`src/rtl/wb_pkg.sv`:
```
// Shared constants and register layout for the write-back stage.
package wb_pkg;

  localparam logic [1:0] WBSEL_MEM = 2'b00;
  localparam logic [1:0] WBSEL_ALU = 2'b01;
  localparam logic [1:0] WBSEL_PC4 = 2'b10;

  localparam logic [2:0] F3_LB  = 3'b000;
  localparam logic [2:0] F3_LH  = 3'b001;
  localparam logic [2:0] F3_LW  = 3'b010;
  localparam logic [2:0] F3_LBU = 3'b100;
  localparam logic [2:0] F3_LHU = 3'b101;

  localparam logic [31:0] NOP_INST = 32'h00000013;

  typedef struct packed {
    logic        valid;
    logic [31:0] inst;
    logic [31:0] pc;
    logic [31:0] alu;
    logic [31:0] rdata;
  } memwb_t;

endpackage

```
`src/rtl/wb_stage_if.sv`:
```
// MEM/WB pipeline bus: MEM-stage inputs, stage-5 decoder inputs and WB outputs.
interface wb_stage_if;
  logic        stall;
  logic        flush;
  logic        in_valid;
  logic [31:0] inst_m;
  logic [31:0] pc_m;
  logic [31:0] alu_m;
  logic [31:0] dmem_rdata;
  logic [1:0]  wbsel_w;
  logic        regwen_w;
  logic [31:0] inst_w;
  logic        valid_w;
  logic [4:0]  rd_addr;
  logic [31:0] rd_wdata;
  logic        rd_we;
  logic [63:0] instret;

  modport master (
    output stall, flush, in_valid, inst_m, pc_m, alu_m, dmem_rdata, wbsel_w, regwen_w,
    input  inst_w, valid_w, rd_addr, rd_wdata, rd_we, instret
  );

  modport slave (
    input  stall, flush, in_valid, inst_m, pc_m, alu_m, dmem_rdata, wbsel_w, regwen_w,
    output inst_w, valid_w, rd_addr, rd_wdata, rd_we, instret
  );
endinterface

```
`src/rtl/wb_stage_load_ext.sv`:
```
// Byte/halfword select and sign/zero extension of an aligned load word.
module load_ext
  import wb_pkg::*;
(
  input  logic [31:0] word,
  input  logic [1:0]  offset,
  input  logic [2:0]  funct3,
  output logic [31:0] value
);

  logic [7:0]  byte_sel;
  logic [15:0] half_sel;

  always_comb begin
    byte_sel = word[7:0];
    case (offset)
      2'd1:    byte_sel = word[15:8];
      2'd2:    byte_sel = word[23:16];
      2'd3:    byte_sel = word[31:24];
      default: byte_sel = word[7:0];
    endcase
    half_sel = offset[1] ? word[31:16] : word[15:0];
  end

  always_comb begin
    value = word;
    case (funct3)
      F3_LB:   value = {{24{byte_sel[7]}}, byte_sel};
      F3_LBU:  value = {24'h000000, byte_sel};
      F3_LH:   value = {{16{half_sel[15]}}, half_sel};
      F3_LHU:  value = {16'h0000, half_sel};
      F3_LW:   value = word;
      default: value = word;
    endcase
  end

endmodule

```
`src/rtl/wb_stage.sv`:
```
// MEM/WB pipeline register, write-back mux and retired-instruction counter.
// WB_LOAD_EXT_EN: when defined, loads are byte/half extended via load_ext.
module wb_stage
  import wb_pkg::*;
(
  input  logic       clk,
  input  logic       rst,
  wb_stage_if.slave  bus
);

  memwb_t      r;
  logic [63:0] instret_q;
  logic [31:0] load_val;
  logic [4:0]  rd;

  always_ff @(posedge clk) begin
    if (rst) begin
      r.valid   <= 1'b0;
      r.inst    <= NOP_INST;
      r.pc      <= '0;
      r.alu     <= '0;
      r.rdata   <= '0;
      instret_q <= '0;
    end else begin
      // flush retires the slot even while stalled, so it bypasses stall gating
      if (r.valid && (!bus.stall || bus.flush))
        instret_q <= instret_q + 64'd1;
      if (bus.flush) begin
        r.valid <= 1'b0;
        r.inst  <= NOP_INST;
      end else if (!bus.stall) begin
        r.valid <= bus.in_valid;
        r.inst  <= bus.inst_m;
        r.pc    <= bus.pc_m;
        r.alu   <= bus.alu_m;
        r.rdata <= bus.dmem_rdata;
      end
    end
  end

`ifdef WB_LOAD_EXT_EN
  load_ext u_load_ext (
    .word   (r.rdata),
    .offset (r.alu[1:0]),
    .funct3 (r.inst[14:12]),
    .value  (load_val)
  );
`else
  assign load_val = r.rdata;
`endif

  assign rd = r.inst[11:7];

  always_comb begin
    bus.rd_wdata = r.alu;
    case (bus.wbsel_w)
      WBSEL_MEM: bus.rd_wdata = load_val;
      WBSEL_ALU: bus.rd_wdata = r.alu;
      WBSEL_PC4: bus.rd_wdata = r.pc + 32'd4;
      default:   bus.rd_wdata = r.alu;
    endcase
  end

  assign bus.inst_w  = r.inst;
  assign bus.valid_w = r.valid;
  assign bus.rd_addr = rd;
  assign bus.rd_we   = r.valid & bus.regwen_w & (rd != 5'd0);
  assign bus.instret = instret_q;

endmodule

```
`src/flat_wrapper.sv`:
```
// flat-port wrapper written by rule: the top's interface ports become plain ports
module wb_stage_flat import wb_pkg::*;
  (clk, rst, bus_stall, bus_flush, bus_in_valid, bus_inst_m, bus_pc_m, bus_alu_m, bus_dmem_rdata, bus_wbsel_w, bus_regwen_w, bus_inst_w, bus_valid_w, bus_rd_addr, bus_rd_wdata, bus_rd_we, bus_instret);
  wb_stage_if bus_i ();
  input  logic clk;
  input  logic rst;
  input wire logic [$bits(bus_i.stall)-1:0] bus_stall;
  input wire logic [$bits(bus_i.flush)-1:0] bus_flush;
  input wire logic [$bits(bus_i.in_valid)-1:0] bus_in_valid;
  input wire logic [$bits(bus_i.inst_m)-1:0] bus_inst_m;
  input wire logic [$bits(bus_i.pc_m)-1:0] bus_pc_m;
  input wire logic [$bits(bus_i.alu_m)-1:0] bus_alu_m;
  input wire logic [$bits(bus_i.dmem_rdata)-1:0] bus_dmem_rdata;
  input wire logic [$bits(bus_i.wbsel_w)-1:0] bus_wbsel_w;
  input wire logic [$bits(bus_i.regwen_w)-1:0] bus_regwen_w;
  output wire logic [$bits(bus_i.inst_w)-1:0] bus_inst_w;
  output wire logic [$bits(bus_i.valid_w)-1:0] bus_valid_w;
  output wire logic [$bits(bus_i.rd_addr)-1:0] bus_rd_addr;
  output wire logic [$bits(bus_i.rd_wdata)-1:0] bus_rd_wdata;
  output wire logic [$bits(bus_i.rd_we)-1:0] bus_rd_we;
  output wire logic [$bits(bus_i.instret)-1:0] bus_instret;
  assign bus_i.stall = bus_stall;
  assign bus_i.flush = bus_flush;
  assign bus_i.in_valid = bus_in_valid;
  assign bus_i.inst_m = bus_inst_m;
  assign bus_i.pc_m = bus_pc_m;
  assign bus_i.alu_m = bus_alu_m;
  assign bus_i.dmem_rdata = bus_dmem_rdata;
  assign bus_i.wbsel_w = bus_wbsel_w;
  assign bus_i.regwen_w = bus_regwen_w;
  assign bus_inst_w = bus_i.inst_w;
  assign bus_valid_w = bus_i.valid_w;
  assign bus_rd_addr = bus_i.rd_addr;
  assign bus_rd_wdata = bus_i.rd_wdata;
  assign bus_rd_we = bus_i.rd_we;
  assign bus_instret = bus_i.instret;
  wb_stage u_core (.clk(clk), .rst(rst), .bus(bus_i));
endmodule
```
`config.mk`:
```
export PLATFORM = sky130hd
export DESIGN_NAME = wb_stage_flat
export DESIGN_NICKNAME = d
export VERILOG_FILES = /design/src/rtl/wb_pkg.sv /design/src/rtl/wb_stage_if.sv /design/src/rtl/wb_stage_load_ext.sv /design/src/rtl/wb_stage.sv /design/src/flat_wrapper.sv
export SDC_FILE = /design/constraint.sdc
export NUM_CORES = 1
export LEC_CHECK = 0
export CORE_UTILIZATION = 40
export DETAILED_ROUTE_END_ITERATION = 6
export HOLD_SLACK_MARGIN = 0.03
export PLACE_DENSITY = 0.81
export SETUP_SLACK_MARGIN = 0.02
export SLEW_MARGIN = 0
export SYNTH_ARGS = -nofsm -noshare
export SYNTH_HDL_FRONTEND = slang
export SYNTH_SLANG_ARGS = --single-unit
```
`constraint.sdc`:
```
create_clock -name clk -period 2.6 [get_ports clk]
set_clock_uncertainty 0.15 [all_clocks]
set_input_delay 0.52 -clock clk [delete_from_list [all_inputs] [get_ports clk]]
set_output_delay 0.52 -clock clk [all_outputs]
set_load 0.01 [all_outputs]
```
==> results of run 1 <==
## power breakdown
part | switching, uW | internal, uW | leakage [uW]
Combinational | 375 | 415 | 0.00325
Sequential | 58.8 | 3040 | 0.00157
Clock | 1240 | 1380 | 0.000272
Total | 1670 | 4830 | 0.00509
## state kept, by name (all words and copies together) (netlist names)
signal / count
u_core.bus.inst_w: 32
u_core.r: 64
u_core.bus.valid_w: 1
u_core.load_val: 32
u_core.bus.instret: 64
## logic make-up (layout without fill, tap and decap cells)
| logic type | after synthesis | count (layout) | synth area share [%] |
|---|---|---|---|
| flops | 193 | 193 | 41.9 |
| buf+inv | 132 | 454 | 7.01 |
| simple gates | 539 | 539 | 28.1 |
| compound gates | 236 | 236 | 14.2 |
| other cells | 0 | 1 | 0 |
| xor+xnor | 37 | 37 | 3.52 |
| fa+ha+maj | 2 | 2 | 0.272 |
| mux | 45 | 45 | 4.94 |
## final cells by class
cell class,instances,area (sq um)
inverter,19,71.3
tap,285,357
multi-input combinational,859,5040
clock buffer,20,447
fill,1888,9010
timing repair buffer,403,3700
sequential,193,3880
clock inverter,12,124
antenna,1,2.50
## repair_timing
item                                    in CTS  in global routing
setup buffers                               15                 11
gates cloned                                 1                  0
resized for setup                          169                 63
endpoints found under the setup margin      33                 34
endpoints found under the hold margin        0                  0
pin swaps                                   23                 30
## cell usage in the layout (no fill, tap or decap), types with 21 or more instances in the layout
cell | synthesis | layout
nand4_1 | 34 | 34
o21ai_0 | 42 | 21
buf_4 | 37 | 107
nand2_1 | 242 | 238
nand3_1 | 30 | 27
xnor2_1 | 24 | 21
dfxtp_1 | 193 | 182
clkdlybuf4s50_1 | 0 | 235
nor2_1 | 99 | 96
a21oi_1 | 151 | 151
buf_6 | 1 | 22
buf_2 | 2 | 26
mux2i_1 | 41 | 41
## through the flow
step / total power, uW / std cells
2_1_floorplan: 3500 / 1184
3_3_place_gp: 3930 / 1738
3_5_place_dp: 3950 / 1738
4_1_cts: 6520 / 1785
5_1_grt: 6730 / 1792
6_report: 6500 / 1792
## worst max-delay path, stage by stage, from the launching register on
cell	delay, ps
dfxtp_4	360
ha_4	130
nand4_1	100
buf_4	160
buf_6	120
nor4_4	150
buf_4	160
buf_4	100
nand4_1	100
nor3b_4	180
o31ai_1	260
buf_4	180
buf_6	100
## worst paths after layout
path | endpoint | slack (ps)
worst max-delay path | bus_rd_wdata[28] | -600
worst min-delay path | u_core.bus.inst_w[1]$_SDFFE_PP1N_ | 230
worst max register to register | u_core.bus.instret[53]$_SDFFE_PP0P_ | 120
worst min register to register | u_core.load_val[9]$_SDFFE_PP0P_ | 310
## layer usage
layer	share of wire [%]	track usage (%)	up-vias
li1	-	-	4703
met1	38	27.9	4647
met2	50	43.1	481
met3	8.6	6.43	75
met4	3.2	10.0	0
met5	0	0	-
==> flow_summary.toml, run 1 <==
[outcome]
outcome = "complete, but fails checks"
violations = "negative setup slack"

[setup_path]
required_ps = 1930
crit_path_max_fanout = 3
r2r.worst_path.cells = 5
reg2reg_from = "u_core.bus.instret[18]$_SDFFE_PP0P_"
cp-startpoint = "u_core.r[67]$_SDFFE_PP0P_"
worst_setup_path_start_kind = "flip-flop"
cp.arrival_ps = 2530
end_kind = "output pin"
worstSetupPathType = "flip-flop to output pin"

[synthesis]
netlist-cell-type-count = 50
syn_inst = 1184
yosys.cell_count.top_type = "nand2_1"
yosysTopAreaCellShare_pct = 41.9
yosysWarnings = 0
seq_area_frac_synth_pct = 41.9
synth_top_area_cell = "dfxtp_1"
synth.top_cells.by_count = "nand2_1 (242), dfxtp_1 (193), a21oi_1 (151), nor2_1 (99), clkbuf_1 (62)"
synthTopCellsByArea = "dfxtp_1 (42%), nand2_1 (9.9%), a21oi_1 (8.2%)"
syn_avg_cell_area_sq_um = 7.78
syn_area_sq_um = 9210
synth-edff-count = 0
synthArstFlopShare_pct = 0
ys.flop_type = "dfxtp_1"
synth-seq-cells = 193
synthesis.nets = 1322

[cells_and_area]
finalNetCount = 1631
finalInstanceArea_sq_um = 13600
final_core_util_pct = 60.2
drive_above_1_share_pct = 18.1
area_growth_pct = 47.9

[drt]
drt_iter0_drc = 882
ant_nets = 0
num_vias = 9906
via_per_inst = 5.53
wl_per_cell_um = 17.0
drc = 0
drtPass1Iterations = 5
wl_um = 30400

[sta]
finalHoldViolCount = 0
fin_crit_ps = 3200
timing.fmax_mhz = 313
timing.final.crit_share_pct = 123
rsz0062_at_grt = "true"
layout_setup_ws_ps = -599
finalSetupViolCount = 21
slew_headroom_pct = 25.8
fin_hold_ws_ps = 235
worst_pin_slew_ps = 1110
setup_tns_ps = -6720
drv_slew = 0

[cts]
cts_root_buffer = "clkbuf_16"
cts_hold_buf = 0
cts-buffers-inserted = 17
cts_sinks = 193
tritoncts = "built"
path_clk_slew_ps = 70
clk_latency_ps = 430
htree_num_levels = 4
cts.path.max_buffers = 2

[die]
core_sq_um = 22600
die_x_um = 154
die_h_um = 154
die_area_sq_um = 23600
row_count = 55
initial_core_util_pct = 40.7
io_pins = 271

[flow_run]
maxCapViolCount = 0

[global_route]
first_global_vias = 9489
antenna_found_initial = 1
grt_max_degree = 113
grt_overflow_total = 0
grt_pass1_wl_um = 46600
grt_usage_pct = 24.4

[place]
post-dp-hpwl_um = 21000
io_buffer_count = 270
place.gp.congestion = 0.909
place_worst_setup_slack_ps = -542
place_area_sq_um = 12600

[pwr]
power.density_nw_per_um2 = 477
ir_drop_mv = 0.367
p_leak_uw = 0.00509

[hold_path]
hp-start = "rst"
hold_path_class = "input pin to flip-flop"
hold_depth = 3
Note: power is estimated with default switching activity, not from simulation.
==> run 2: changes to the inputs <==
- CORE_UTILIZATION: 40 -> 35
- PLACE_DENSITY: 0.81 -> 0.74
==> flow_summary.toml, run 2 (synthesis gave the netlist of run 1 again) <==
[outcome]
outcome = "complete, but fails checks"
violations = "negative setup slack"

[cells_and_area]
final_core_util_pct = 52.3
final_cell_mix = "nand2_1 (241), clkdlybuf4s50_1 (234), dfxtp_1 (179)"
area_growth_pct = 47.0
finalNetCount = 1612
final_common_cell = "nand2_1"
drive_above_1_share_pct = 17.2

[cts]
clk_latency_ps = 430
tritoncts = "built"
htree_num_levels = 4
cts.path.max_buffers = 2
cts_sinks = 193
path_clk_slew_ps = 70
cts_root_buffer = "clkbuf_16"
cts-buffers-inserted = 17

[drt]
num_vias = 9642
ant_nets = 0
via_per_inst = 5.29
drtPass1Iterations = 7
drc = 0
drt_iter0_drc = 667
wl_um = 30200
wl_per_cell_um = 16.6

[global_route]
grt_usage_pct = 21.7
grt_overflow_total = 0
grt_pass1_wl_um = 46200
first_global_vias = 9358
antenna_found_initial = 4
grt_max_degree = 97

[sta]
rsz0062_at_grt = "true"
drv_slew = 0
finalHoldViolCount = 0
finalSetupViolCount = 17
timing.fmax_mhz = 313
slew_headroom_pct = 61.5
setup_tns_ps = -6040
worst_pin_slew_ps = 578
fin_hold_ws_ps = 167
layout_setup_ws_ps = -599
fin_crit_ps = 3200
timing.final.crit_share_pct = 123

[setup_path]
required_ps = 1930
cp_top_family = "simple AND/OR/NAND/NOR gates"
crit_top_cell = "or4_4"
end_kind = "output pin"
crit_path_max_fanout = 2
cp.buffers_inverters = 1
cpMaxStageDelayCell = "or4_4"
reg2reg_from = "u_core.bus.instret[19]$_SDFFE_PP0P_"
crit_chain = "ha_4 > nand4_1 > or4_4 > or4_4 > a311oi_2 > a21o_1 > buf_2"
r2r.worst_path.cells = 5
ff2ff_setup_slack_ps = 160
worst_setup_path_start_kind = "flip-flop"
worstSetupPathType = "flip-flop to output pin"
max_stage_delay_ps = 600
cp.arrival_ps = 2530
r2r_end = "u_core.bus.instret[31]$_SDFFE_PP0P_"

[die]
core_sq_um = 25900
io_pins = 271
initial_core_util_pct = 35.6
die_x_um = 164
die_area_sq_um = 27000
row_count = 59
die_h_um = 164

[hold_path]
hold_depth = 2
hp-start = "rst"
holdPathEnd = "u_core.bus.instret[1]$_SDFFE_PP0P_"
hold_path_class = "input pin to flip-flop"

[pwr]
power.density_nw_per_um2 = 489
p_leak_uw = 0.00497
ir_drop_mv = 0.397

[flow_run]
maxCapViolCount = 0

[place]
place_worst_setup_slack_ps = -627
place.gp.congestion = 0.867
post-dp-hpwl_um = 21100
io_buffer_count = 270
run 2: cell count changes in the layout (fill, tap and decap cells not counted), sizes merged:
cell	before	now
buf	161	143
inv	25	22
bufinv	1	3
clkbuf	23	21
clkdlybuf4s15	1	3
diode	1	3
dlymetal6s2s	2	0
clkdlybuf4s50	235	234
clkinv	2	3
clkinvlp	3	2
dlygate4sd2	1	2
run 2: metrics by stage:
step	instance area (sq um)	total power (uW)	cells
global route	13500	6870	1822
finish	13500	6620	1823
global placement	12600	3940	1776
CTS	13400	6660	1817
floorplan	9240	3500	1184
detailed placement	12600	3950	1776
run 2: worst max-delay path by stage:
stage / from / end / slack (ps) / cells past startpoint
CTS: u_core.r[66]$_SDFFE_PP0P_ / bus_rd_wdata[24] / -610 / 7
floorplan: u_core.r[67]$_SDFFE_PP0P_ / bus_rd_wdata[24] / -110 / 7
finish: u_core.r[66]$_SDFFE_PP0P_ / bus_rd_wdata[24] / -600 / 7
detailed placement: u_core.r[67]$_SDFFE_PP0P_ / bus_rd_wdata[24] / -630 / 7
global placement: u_core.r[67]$_SDFFE_PP0P_ / bus_rd_wdata[24] / -580 / 7
global route: u_core.r[66]$_SDFFE_PP0P_ / bus_rd_wdata[24] / -710 / 7
run 2: what timing repair did:
item | CTS | global route
gates resized for setup | 185 | 41
hold buffers | 0 | 0
gates cloned | 1 | 0
buffers inserted | 10 | 4
pin swaps | 32 | 22
endpoints found under the setup margin | 33 | 38
run 2: where the power goes:
part           leakage, uW  switching (uW)  total (uW)  internal (uW)
registers          0.00158            59.4        3100           3040
logic              0.00310             371         783            413
clock network     0.000289            1190        2740           1550
total              0.00497            1620        6620           5000
run 2: routing by layer:
layer	part of all wire, %	global-route usage, %	vias up
li1	-	-	4667
met1	39	24.2	4541
met2	48	37.2	364
met3	8.6	6.67	66
met4	3.4	10.8	4
met5	0.073	0	-
run 2: layout make-up:
cell class | count | area [sq um]
Antenna cell | 3 | 7.51
Timing Repair Buffer | 384 | 3550
Fill cell | 2368 | 12400
Clock inverter | 11 | 155
Inverter | 19 | 71.3
Clock buffer | 19 | 443
Sequential cell | 193 | 3890
Multi-Input combinational cell | 859 | 5010
Tap cell | 335 | 419
==> run 3: changes to the inputs <==
- ABC_AREA: unset -> 1
- CORE_ASPECT_RATIO: unset -> 0.8
- CTS_BUF_LIST: unset -> sky130_fd_sc_hd__clkbuf_4 sky130_fd_sc_hd__clkbuf_8
- PLACE_DENSITY: 0.74 -> 0.72
==> flow_summary.toml, run 3 <==
[outcome]
outcome = "complete, but fails checks"
violations = "design-rule violations, negative setup slack"

[sta]
fin_crit_ps = 2810
finalSetupViolCount = 23
drv_slew = 0
fin_hold_ws_ps = 321
slew_headroom_pct = 51.6
timing.fmax_mhz = 356
timing.final.crit_share_pct = 108
worst_pin_slew_ps = 726
rsz0062_at_grt = "true"
layout_setup_ws_ps = -211
finalHoldViolCount = 0

[die]
die_x_um = 191
core_sq_um = 27600
initial_core_util_pct = 36.1
die_area_sq_um = 29200
io_pins = 271
row_count = 54
die_h_um = 153

[setup_path]
cp.arrival_ps = 2140
crit_chain = "ha_4 > nand3_4 > nor3_4 > nand2_4 > buf_6 > o21ai_2 > nand2_1 > o21ai_2 > buf_2"
worst_setup_path_start_kind = "flip-flop"
max_stage_delay_ps = 380
required_ps = 1930
crit_top_cell = "o21ai_2"
worstSetupPathType = "flip-flop to output pin"
crit_path_max_fanout = 4
cpMaxStageDelayCell = "dfxtp_4"
end_kind = "output pin"

[global_route]
antenna_found_initial = 2
grt_overflow_total = 0
grt_pass1_wl_um = 60900
grt_usage_pct = 27.2
grt_max_degree = 75
first_global_vias = 10800

[synthesis]
syn_inst = 1556
synth-seq-cells = 193
ys.flop_type = "dfxtp_1"
netlist-cell-type-count = 35
synth.top_cells.by_count = "nand2_1 (353), nor2_1 (349), dfxtp_1 (193), inv_1 (125), o21ai_0 (122)"
syn_area_sq_um = 9960
synth_top_area_cell = "dfxtp_1"
yosysWarnings = 0
synthesis.nets = 1694
synthTopCellsByArea = "dfxtp_1 (39%), nand2_1 (13%), nor2_1 (13%)"
yosysTopAreaCellShare_pct = 38.8
seq_area_frac_synth_pct = 38.8
synthArstFlopShare_pct = 0
synth-edff-count = 0
yosys.cell_count.top_type = "nand2_1"
syn_avg_cell_area_sq_um = 6.40

[pwr]
p_int_uw = 4300
p_clk_share_pct = 31.9
combinationalPowerShare_pct = 15.5
power.density_nw_per_um2 = 410
p_leak_uw = 0.00599
ir_drop_mv = 0.306
power_uw = 6030
p_sw_share_pct = 28.7
p_seq_share_pct = 52.6
p_switching_uw = 1730

[place]
place.gp.congestion = 0.992
place_area_sq_um = 13300
place_worst_setup_slack_ps = -434
post-dp-hpwl_um = 30300
dp_cells = 2178
io_buffer_count = 270

[drt]
drt_iter0_drc = 1393
num_vias = 11800
drtPass1Iterations = 7
wl_per_cell_um = 18.1
wl_um = 40900
via_per_inst = 5.21
ant_nets = 0
drc = 2

[cells_and_area]
final_common_cell = "nand2_1"
final_cell_mix = "nand2_1 (326), nor2_1 (323), clkdlybuf4s50_1 (236)"
area_growth_pct = 47.6
finalInstanceArea_sq_um = 14700
final_cells = 2264
finalNetCount = 2024
drive_above_1_share_pct = 19.1
nFillCells = 2598

[hold_path]
hold_path_class = "flip-flop to flip-flop"

[flow_run]
maxCapViolCount = 0

[cts]
tritoncts = "built"
htree_num_levels = 4
clk_latency_ps = 480
cts_root_buffer = "clkbuf_8"
cts.path.max_buffers = 2
cts_sinks = 193
path_clk_slew_ps = 100
cts-buffers-inserted = 17
[run 3: cell count changes after synthesis, sizes merged, moves of 15 or more]
cell / delta
a21oi: -66
a22oi: +24
inv: +109
mux2i: -41
nand2: +119
nand3: +71
nand4: -19
nor2: +271
nor4: -22
o21ai: +89
o31ai: -15
or4: -18
xnor2: -21
[run 3: area by class of cell]
type | count | area, sq um | share of cell area [%]
inverter | 128 | 488 | 3.32
antenna | 2 | 5.00 | 0.0340
tap | 364 | 455 | 3.10
multi-input combinational | 1138 | 5610 | 38.2
clock buffer | 20 | 275 | 1.87
clock inverter | 11 | 95.1 | 0.647
timing repair buffer | 408 | 3860 | 26.3
sequential | 193 | 3910 | 26.6
[run 3: critical path: cells and delay by family, from the launching register on]
family,cells,cell delay [ps]
AND/OR/NAND/NOR,4,610
flip-flops,1,380
buffers and inverters,2,300
AO/OA/AOI/OAI,2,240
adder cells (fa/ha/maj),1,150
[run 3: power by group through the flow]
stage	clock, uW	sequential [uW]	combinational [uW]
6_report	1920	3180	936
5_1_grt	2090	3190	1000
4_1_cts	1970	3170	883
3_5_place_dp	0	3230	867
3_3_place_gp	0	3230	858
2_1_floorplan	0	3190	369
[run 3: routing by layer]
layer / wire length (um) / part of all wire (%) / GRT usage [%] / up-vias
met5: 0 / 0 / 0 / -
met4: 928 / 2.3 / 8.38 / 0
met3: 5140 / 13 / 7.85 / 62
met2: 16700 / 41 / 37.5 / 687
met1: 18200 / 44 / 40.2 / 5454
li1: - / - / - / 5601
[run 3: what timing repair did]
action	in CTS	in global routing
endpoints found under the setup margin	32	31
pin swaps	36	31
gates resized for setup	235	85
hold buffers	0	0
buffers inserted	39	18
cloned	1	0
[run 3: path summary, 6_finish.rpt]
kind / startpoint / to / slack [ps] / cells after the start
hold / removal: u_core.bus.inst_w[22]$_SDFFE_PP0N_ / u_core.bus.inst_w[22]$_SDFFE_PP0N_ / 320 / 2
setup reg to reg: u_core.bus.instret[1]$_SDFFE_PP0P_ / u_core.bus.instret[62]$_SDFFE_PP0P_ / 510 / 10
setup / recovery: u_core.r[67]$_SDFFE_PP0P_ / bus_rd_wdata[22] / -210 / 9
hold reg to reg: u_core.bus.inst_w[22]$_SDFFE_PP0N_ / u_core.bus.inst_w[22]$_SDFFE_PP0N_ / 320 / 2
[run 3: kinds of logic (layout without fill, tap and decap cells)]
family,after synthesis,count (layout),synth area share (%)
AOI/OAI and AO/OA,249,249,13.3
buffers and inverters,225,567,10.0
other,0,2,0
and+or+nand+nor,878,878,36.8
DFF,193,193,38.8
adders and majority gates,2,2,0.251
xor gates and xnor gates,9,9,0.791
[run 3: per-stage QoR]
stage / TNS [ps] / utilization, %
2_1_floorplan: 0 / -
3_3_place_gp: -8950 / 48.3
3_5_place_dp: -10020 / 48.3
4_1_cts: -2650 / 51.6
5_1_grt: -5060 / 53.2
6_report: -2520 / 53.2
